## src/rtl/freq_scan_ctrl.sv

```systemverilog
// Periodic frequency-window scanner: walks CH_NUM meter channels once per tick
// (or on demand), tracks per-channel lock and raises sticky loss-of-lock alarms.
module freq_scan_lane #(
  parameter int MHZ_WIDTH  = 10,
  parameter int STABLE_CNT = 3
) (
  input  logic                 clk_i,
  input  logic                 rstn_i,
  input  logic                 eval_i,
  input  logic                 en_i,
  input  logic [MHZ_WIDTH-1:0] val_i,
  input  logic [MHZ_WIDTH-1:0] low_i,
  input  logic [MHZ_WIDTH-1:0] high_i,
  input  logic                 clr_i,
  output logic                 lock_o,
  output logic                 alarm_o
);
  localparam int STW = (STABLE_CNT > 0) ? $clog2(STABLE_CNT + 1) : 1;

  logic [STW-1:0] stab_q, stab_d;
  logic           lock_q, lock_d;
  logic           alarm_q, alarm_d;
  logic           in_rng;

  // An inverted window (low > high) can never satisfy both bounds.
  assign in_rng = (val_i >= low_i) && (val_i <= high_i);

  always_comb begin
    stab_d  = stab_q;
    lock_d  = lock_q;
    alarm_d = alarm_q & ~clr_i;
    if (eval_i) begin
      if (!en_i) begin
        stab_d = '0;
        lock_d = 1'b0;
      end else if (in_rng) begin
        if (stab_q != STW'(STABLE_CNT)) stab_d = stab_q + 1'b1;
        lock_d = (stab_d == STW'(STABLE_CNT));
      end else begin
        if (lock_q) alarm_d = 1'b1;
        stab_d = '0;
        lock_d = 1'b0;
      end
    end
  end

  always_ff @(posedge clk_i) begin
    if (!rstn_i) begin
      stab_q  <= '0;
      lock_q  <= 1'b0;
      alarm_q <= 1'b0;
    end else begin
      stab_q  <= stab_d;
      lock_q  <= lock_d;
      alarm_q <= alarm_d;
    end
  end

  assign lock_o  = lock_q;
  assign alarm_o = alarm_q;
endmodule

module freq_scan_ctrl #(
  parameter int CH_NUM     = 4,
  parameter int MHZ_WIDTH  = 10,
  parameter int TICK_CYC   = 100000000,
  parameter int SETTLE_CYC = 16,
  parameter int STABLE_CNT = 3,
  localparam int CW        = (CH_NUM > 1) ? $clog2(CH_NUM) : 1
) (
  input  logic                        SYS_CLK_I,
  input  logic                        SYS_RSTN_I,
  input  logic [CH_NUM*MHZ_WIDTH-1:0] FREQ_MHZ_I,
  input  logic [CH_NUM-1:0]           CH_EN_I,
  input  logic [MHZ_WIDTH-1:0]        LOW_MHZ_I,
  input  logic [MHZ_WIDTH-1:0]        HIGH_MHZ_I,
  input  logic                        FORCE_SCAN_I,
  input  logic                        CLR_I,
  output logic [CH_NUM-1:0]           CH_LOCK_O,
  output logic [CH_NUM-1:0]           CH_ALARM_O,
  output logic                        OVERRUN_O,
  output logic [CW-1:0]               CUR_CH_O,
  output logic                        BUSY_O,
  output logic                        SCAN_DONE_O
);
  localparam int PW = (TICK_CYC > 1) ? $clog2(TICK_CYC) : 1;
  localparam int SW = (SETTLE_CYC > 1) ? $clog2(SETTLE_CYC) : 1;

  typedef enum logic [1:0] {IDLE, SETTLE, SCAN} state_e;

  state_e          state_q, state_d;
  logic [PW-1:0]   per_q, per_d;
  logic [SW-1:0]   settle_q, settle_d;
  logic [CW-1:0]   ch_q, ch_d;
  logic            done_q, done_d;
  logic            ovr_q, ovr_d;
  logic            tick, start_req, busy;
  logic [CH_NUM-1:0] eval;

  assign tick      = (per_q == PW'(TICK_CYC - 1));
  assign per_d     = tick ? '0 : per_q + 1'b1;
  // A tick and a forced request in the same cycle merge into one scan.
  assign start_req = tick | FORCE_SCAN_I;
  assign busy      = (state_q != IDLE);

  always_comb begin
    state_d  = state_q;
    settle_d = settle_q;
    ch_d     = ch_q;
    done_d   = 1'b0;
    ovr_d    = (ovr_q & ~CLR_I) | (start_req & busy);
    case (state_q)
      IDLE: begin
        if (start_req) begin
          state_d  = SETTLE;
          settle_d = '0;
        end
      end
      SETTLE: begin
        if (settle_q == SW'(SETTLE_CYC - 1)) begin
          state_d = SCAN;
          ch_d    = '0;
        end else begin
          settle_d = settle_q + 1'b1;
        end
      end
      SCAN: begin
        if (ch_q == CW'(CH_NUM - 1)) begin
          state_d = IDLE;
          ch_d    = '0;
          done_d  = 1'b1;
        end else begin
          ch_d = ch_q + 1'b1;
        end
      end
      default: state_d = IDLE;
    endcase
  end

  always_ff @(posedge SYS_CLK_I) begin
    if (!SYS_RSTN_I) begin
      state_q  <= IDLE;
      per_q    <= '0;
      settle_q <= '0;
      ch_q     <= '0;
      done_q   <= 1'b0;
      ovr_q    <= 1'b0;
    end else begin
      state_q  <= state_d;
      per_q    <= per_d;
      settle_q <= settle_d;
      ch_q     <= ch_d;
      done_q   <= done_d;
      ovr_q    <= ovr_d;
    end
  end

  for (genvar k = 0; k < CH_NUM; k++) begin : g_lane
    assign eval[k] = (state_q == SCAN) && (ch_q == CW'(k));
    freq_scan_lane #(
      .MHZ_WIDTH (MHZ_WIDTH),
      .STABLE_CNT(STABLE_CNT)
    ) u_lane (
      .clk_i  (SYS_CLK_I),
      .rstn_i (SYS_RSTN_I),
      .eval_i (eval[k]),
      .en_i   (CH_EN_I[k]),
      .val_i  (FREQ_MHZ_I[k*MHZ_WIDTH +: MHZ_WIDTH]),
      .low_i  (LOW_MHZ_I),
      .high_i (HIGH_MHZ_I),
      .clr_i  (CLR_I),
      .lock_o (CH_LOCK_O[k]),
      .alarm_o(CH_ALARM_O[k])
    );
  end

  assign OVERRUN_O   = ovr_q;
  assign CUR_CH_O    = ch_q;
  assign BUSY_O      = busy;
  assign SCAN_DONE_O = done_q;
endmodule

```

## config.mk

```make
export PLATFORM = sky130hd
export DESIGN_NAME = freq_scan_ctrl
export DESIGN_NICKNAME = d
export VERILOG_FILES = /design/src/rtl/freq_scan_ctrl.sv
export SDC_FILE = /design/constraint.sdc
export NUM_CORES = 1
export LEC_CHECK = 0
export CAP_MARGIN = 10
export CORE_MARGIN = 8
export CORE_UTILIZATION = 35
export DETAILED_ROUTE_END_ITERATION = 10
export GPL_TIMING_DRIVEN = 0
export SLEW_MARGIN = 5
export SYNTH_ARGS = -nofsm -noshare
export SYNTH_HDL_FRONTEND = slang
export SYNTH_SLANG_ARGS = --single-unit
```

## constraint.sdc

```tcl
create_clock -name SYS_CLK_I -period 3.4 [get_ports SYS_CLK_I]
set_clock_uncertainty 0.2 [all_clocks]
set_input_delay 0.51 -clock SYS_CLK_I [delete_from_list [all_inputs] [get_ports SYS_CLK_I]]
set_output_delay 0.51 -clock SYS_CLK_I [all_outputs]
set_load 0.01 [all_outputs]
```

==> results by group, run 1 <==
Worst setup path
  • Critical path required time: 3.35 ns
  • RR Endpoint: settle_q[0]$_SDFFE_PN0P_
  • CP bufs+invs: 2
  • Crit path arrival time: 2.55 ns
  • Crit path capture type: register
  • Critical path depth in cells: 8
  • CP max FO: 4
  • Slowest cell on crit path: o32ai_1
  • Crit-path cells: clkdlybuf4s50_1 > inv_1 > ha_1 > a21o_1 > a21oi_1 > a21oi_1 > o32ai_1 > o21ai_0
  • Reg2Reg Setup Slack: 1.40 ns
  • Crit path max-delay family: compound AO/OA/AOI/OAI gates
  • Crit path capture: g_lane[0].u_lane.lock_o$_SDFFE_PN0P_
  • Worst path most repeated cell: a21oi_1
  • Crit Reg-Reg Startpoint: per_q[2]$_SDFF_PP0_
  • Slowest stage delay, CP: 0.57 ns
  • Crit start category: input port
  • Worst Setup SP: LOW_MHZ_I[4]
  • Worst r2r path cells: 6
  • Worst Path Class, Setup: in2reg

STA
  • Fin crit share: 76.5%
  • Final min period: 2.60 ns
  • Setup_tns: 0 ns
  • Final Hold Viols: 0
  • Max Slew Vio Count: 0
  • Fmax: 384 MHz
  • Slew headroom: 55.3%
  • Setup violators final: 0
  • RSZ-0062 raised after global routing: no
  • Setup ws final: 0.798 ns
  • Worst Tran Pin Value: 0.668 ns

Synthesis
  • Main area contributors after synthesis: ha_1 26%, dfxtp_1 25%, xor2_1 4.4%, a21oi_1 3.9%, nand4_1 3.7%
  • Mean Syn Cell Area: 8.49 µm²
  • Ys flop type: dfxtp_1
  • EDFF count, synth: 0
  • Top cell type by total area after synthesis: ha_1
  • Synthesized flop and latch total: 53
  • Synth unique cells: 46
  • Register area share after synthesis: 25.3%
  • Syn_nets: 647
  • Synth top area share: 25.7%
  • Mapped cell area: 4190 µm²
  • Synth Instances: 493
  • Async set-reset flop share out of synthesis: 0%
  • Synth warn: 0

GRT
  • Antenna violations before repair: 0
  • Largest net degree at the start of global routing: 16
  • Grt ovf: 0
  • Total track usage: 13.8%
  • Vias in the first global route: 3823
  • First-pass GRT wire length: 18100 µm

Clock network
  • Insertion delay to the later sink of the worst-skew pair: 0.29 ns
  • Worst-path clk slew: 0.07 ns
  • CTS resizes: 0
  • Hold Buf Count CTS: 0
  • CTS Buf Count: 5
  • Root buffer cell: clkbuf_16
  • H-tree Lvls: 2
  • CTS Buffer Depth: 2
  • TritonCTS Sinks: 53
  • CTS tree: built
  • Post-CTS setup buffer count: 0

Floorplan
  • Die area: 15700 µm²
  • Row cnt: 40
  • Core Footprint: 11900 µm²
  • Number of I/O pins: 81
  • Die Span X: 125 µm
  • Initial Util: 35.3%
  • Die H: 125 µm

Drt
  • Drt first pass iters: 4
  • Via count: 3770
  • Drt total wl: 10800 µm
  • Vias/cell: 5.18
  • # DRC: 0
  • Antenna viol nets, final: 0
  • Iter 0 DRT Violations: 223
  • DR WL/cell: 14.8 µm

Final layout
  • # fillers: 1170
  • Area Growth Syn to Fin: 26.8%
  • Ant. Diodes: 0
  • Layout cells sized above 1: 4.30%
  • Fin nets: 734

Power and ir drop
  • P per Cell Area: 278 nW/µm²
  • Peak supply drop: 0.162 mV
  • P_leak: 2.28 nW

Placement
  • Post-DP HPWL: 8990 µm
  • # port buffers: 80
  • Routability cong.: 0.899
  • DP Worst Slack: 0.485 ns

Worst hold path
  • Hold_sp: per_q[0]$_SDFF_PP0_
  • Hold Crit Class: reg2reg

Flow run
  • Max Cap Violations: 0

Run status
  • Outcome: completed
## through the flow
stage          hold slack [ns]  power (mW)  utilization [%]  std cells  area, µm²
2_1_floorplan            0.211       0.835                -        493       4190
3_3_place_gp             0.225       0.981             43.6        720       5170
3_5_place_dp             0.234       0.994             43.6        720       5170
4_1_cts                  0.256        1.49             44.8        728       5310
5_1_grt                  0.279        1.56             44.8        728       5310
6_report                 0.254        1.48             44.8        728       5310
## layout by cell type, fill, tap and decap left out, drive strengths merged, types with 3 or more instances in the layout
master,n
and2,11
o21ai,25
nand3,24
buf,12
a21o,8
nand2,24
nor2,40
and4,4
nor2b,5
o2111ai,5
and3,10
o22ai,3
o31ai,3
a211oi,7
ha,86
a32o,3
a21oi,33
nor3,8
nand2b,7
inv,40
dfxtp,53
nand4,26
clkbuf,12
xor2,21
clkdlybuf4s50,80
xnor2,6
## report_power, final
group	switching, mW	leakage (nW)	internal [mW]
clock network	0.222	0.0706	0.271
registers	0.00404	0.428	0.626
logic	0.178	1.78	0.175
total	0.404	2.28	1.07
## cell families (layout without fill, tap and decap cells)
group / after synthesis / after routing / share of synthesized area [%]
AO/OA/AOI/OAI: 100 / 100 / 15.2
flip-flops: 53 / 53 / 25.3
AND/OR/NAND/NOR: 168 / 168 / 21.5
XOR/XNOR: 27 / 27 / 5.65
adder cells (fa/ha/maj): 86 / 86 / 25.7
multiplexers: 1 / 1 / 0.239
buffers and inverters: 58 / 146 / 6.40
## sequential cells by signal, summed over array words and instances, names as in the netlist
register / count
settle_q: 4
state_q: 2
g_lane.u_lane.stab_q: 8
g_lane.u_lane.alarm_o: 4
OVERRUN_O: 1
g_lane.u_lane.lock_o: 4
CUR_CH_O: 2
per_q: 27
SCAN_DONE_O: 1
## synth_stat cells (2+ instances only)
| cell type | n |
|---|---|
| dfxtp_1 | 53 |
| o221ai_1 | 2 |
| buf_6 | 2 |
| and4_1 | 3 |
| o22ai_1 | 3 |
| and2_1 | 11 |
| inv_1 | 40 |
| a221oi_1 | 2 |
| a32o_1 | 3 |
| nor2b_1 | 5 |
| nor4b_1 | 2 |
| o31ai_1 | 2 |
| nand4_1 | 25 |
| o21ai_0 | 25 |
| nor3b_1 | 2 |
| ha_1 | 86 |
| o32ai_1 | 2 |
| nand2_1 | 24 |
| a21o_1 | 8 |
| clkbuf_1 | 6 |
| nand2b_1 | 7 |
| xor2_1 | 21 |
| buf_4 | 9 |
| a21oi_1 | 33 |
| and3_1 | 10 |
| a211oi_1 | 7 |
| nor2_1 | 39 |
| nor3_1 | 7 |
| nor4_1 | 2 |
| nand3_1 | 24 |
| xnor2_1 | 6 |
| and2b_1 | 2 |
| a41oi_1 | 2 |
| o2111ai_1 | 5 |
| a311oi_1 | 2 |
## routing by layer
metal | wire [µm] | up-vias | GRT usage [%]
met5 | 0 | - | 0
met4 | 183 | 0 | 4.94
met3 | 536 | 11 | 3.10
met2 | 5040 | 91 | 23.8
met1 | 5000 | 1707 | 16.5
li1 | - | 1961 | -
## worst min-delay path by stage
stage	slack, ns	depth (start not counted)	to
2_1_floorplan	0.21	1	per_q[0]$_SDFF_PP0_
3_5_place_dp	0.23	1	per_q[0]$_SDFF_PP0_
4_1_cts	0.26	1	per_q[0]$_SDFF_PP0_
5_1_grt	0.28	1	per_q[0]$_SDFF_PP0_
3_3_place_gp	0.23	1	per_q[0]$_SDFF_PP0_
6_report	0.25	1	per_q[0]$_SDFF_PP0_
## cell type report
| cell class | instances | area, µm² | share of cell area [%] |
|---|---|---|---|
| Multi-Input combinational cell | 382 | 2860 | 53.8 |
| Sequential cell | 53 | 1060 | 20.0 |
| Timing Repair Buffer | 80 | 801 | 15.1 |
| Tap cell | 147 | 184 | 3.46 |
| Inverter | 40 | 150 | 2.83 |
| Clock buffer | 6 | 129 | 2.43 |
| Buffer | 18 | 118 | 2.21 |
| Clock inverter | 2 | 10.0 | 0.189 |
Power figures use the tool's default switching activity.
==> run 2: changes to the inputs <==
==> constraint.sdc (replaced) <==
create_clock -name SYS_CLK_I -period 2.7 [get_ports SYS_CLK_I]
set_clock_uncertainty 0.2 [all_clocks]
set_input_delay 0.405 -clock SYS_CLK_I [delete_from_list [all_inputs] [get_ports SYS_CLK_I]]
set_output_delay 0.405 -clock SYS_CLK_I [all_outputs]
set_load 0.01 [all_outputs]
==> results of run 2 <==
The final DEF is identical to that of run 1. Status: completed.
Main changes from that run: setup slack after placement 0.485 ns -> -0.110 ns; setup slack after layout 0.798 ns -> 0.203 ns; register-to-register setup slack 1.40 ns -> 0.70 ns; total power 1.48 mW -> 1.86 mW; worst IR drop on VDD 0.162 mV -> 0.204 mV
==> run 3: changes to the inputs <==
--- a/config.mk
+++ b/config.mk
@@ -10,7 +10,6 @@
 export CORE_UTILIZATION = 35
 export DETAILED_ROUTE_END_ITERATION = 10
 export GPL_TIMING_DRIVEN = 0
-export SLEW_MARGIN = 5
 export SYNTH_ARGS = -nofsm -noshare
 export SYNTH_HDL_FRONTEND = slang
 export SYNTH_SLANG_ARGS = --single-unit
==> results of run 3 <==
The final DEF is identical to that of run 1. Status: completed.
Main changes from that run: setup slack after placement 0.485 ns -> -0.110 ns; setup slack after layout 0.798 ns -> 0.203 ns; register-to-register setup slack 1.40 ns -> 0.70 ns; total power 1.48 mW -> 1.86 mW; worst IR drop on VDD 0.162 mV -> 0.204 mV
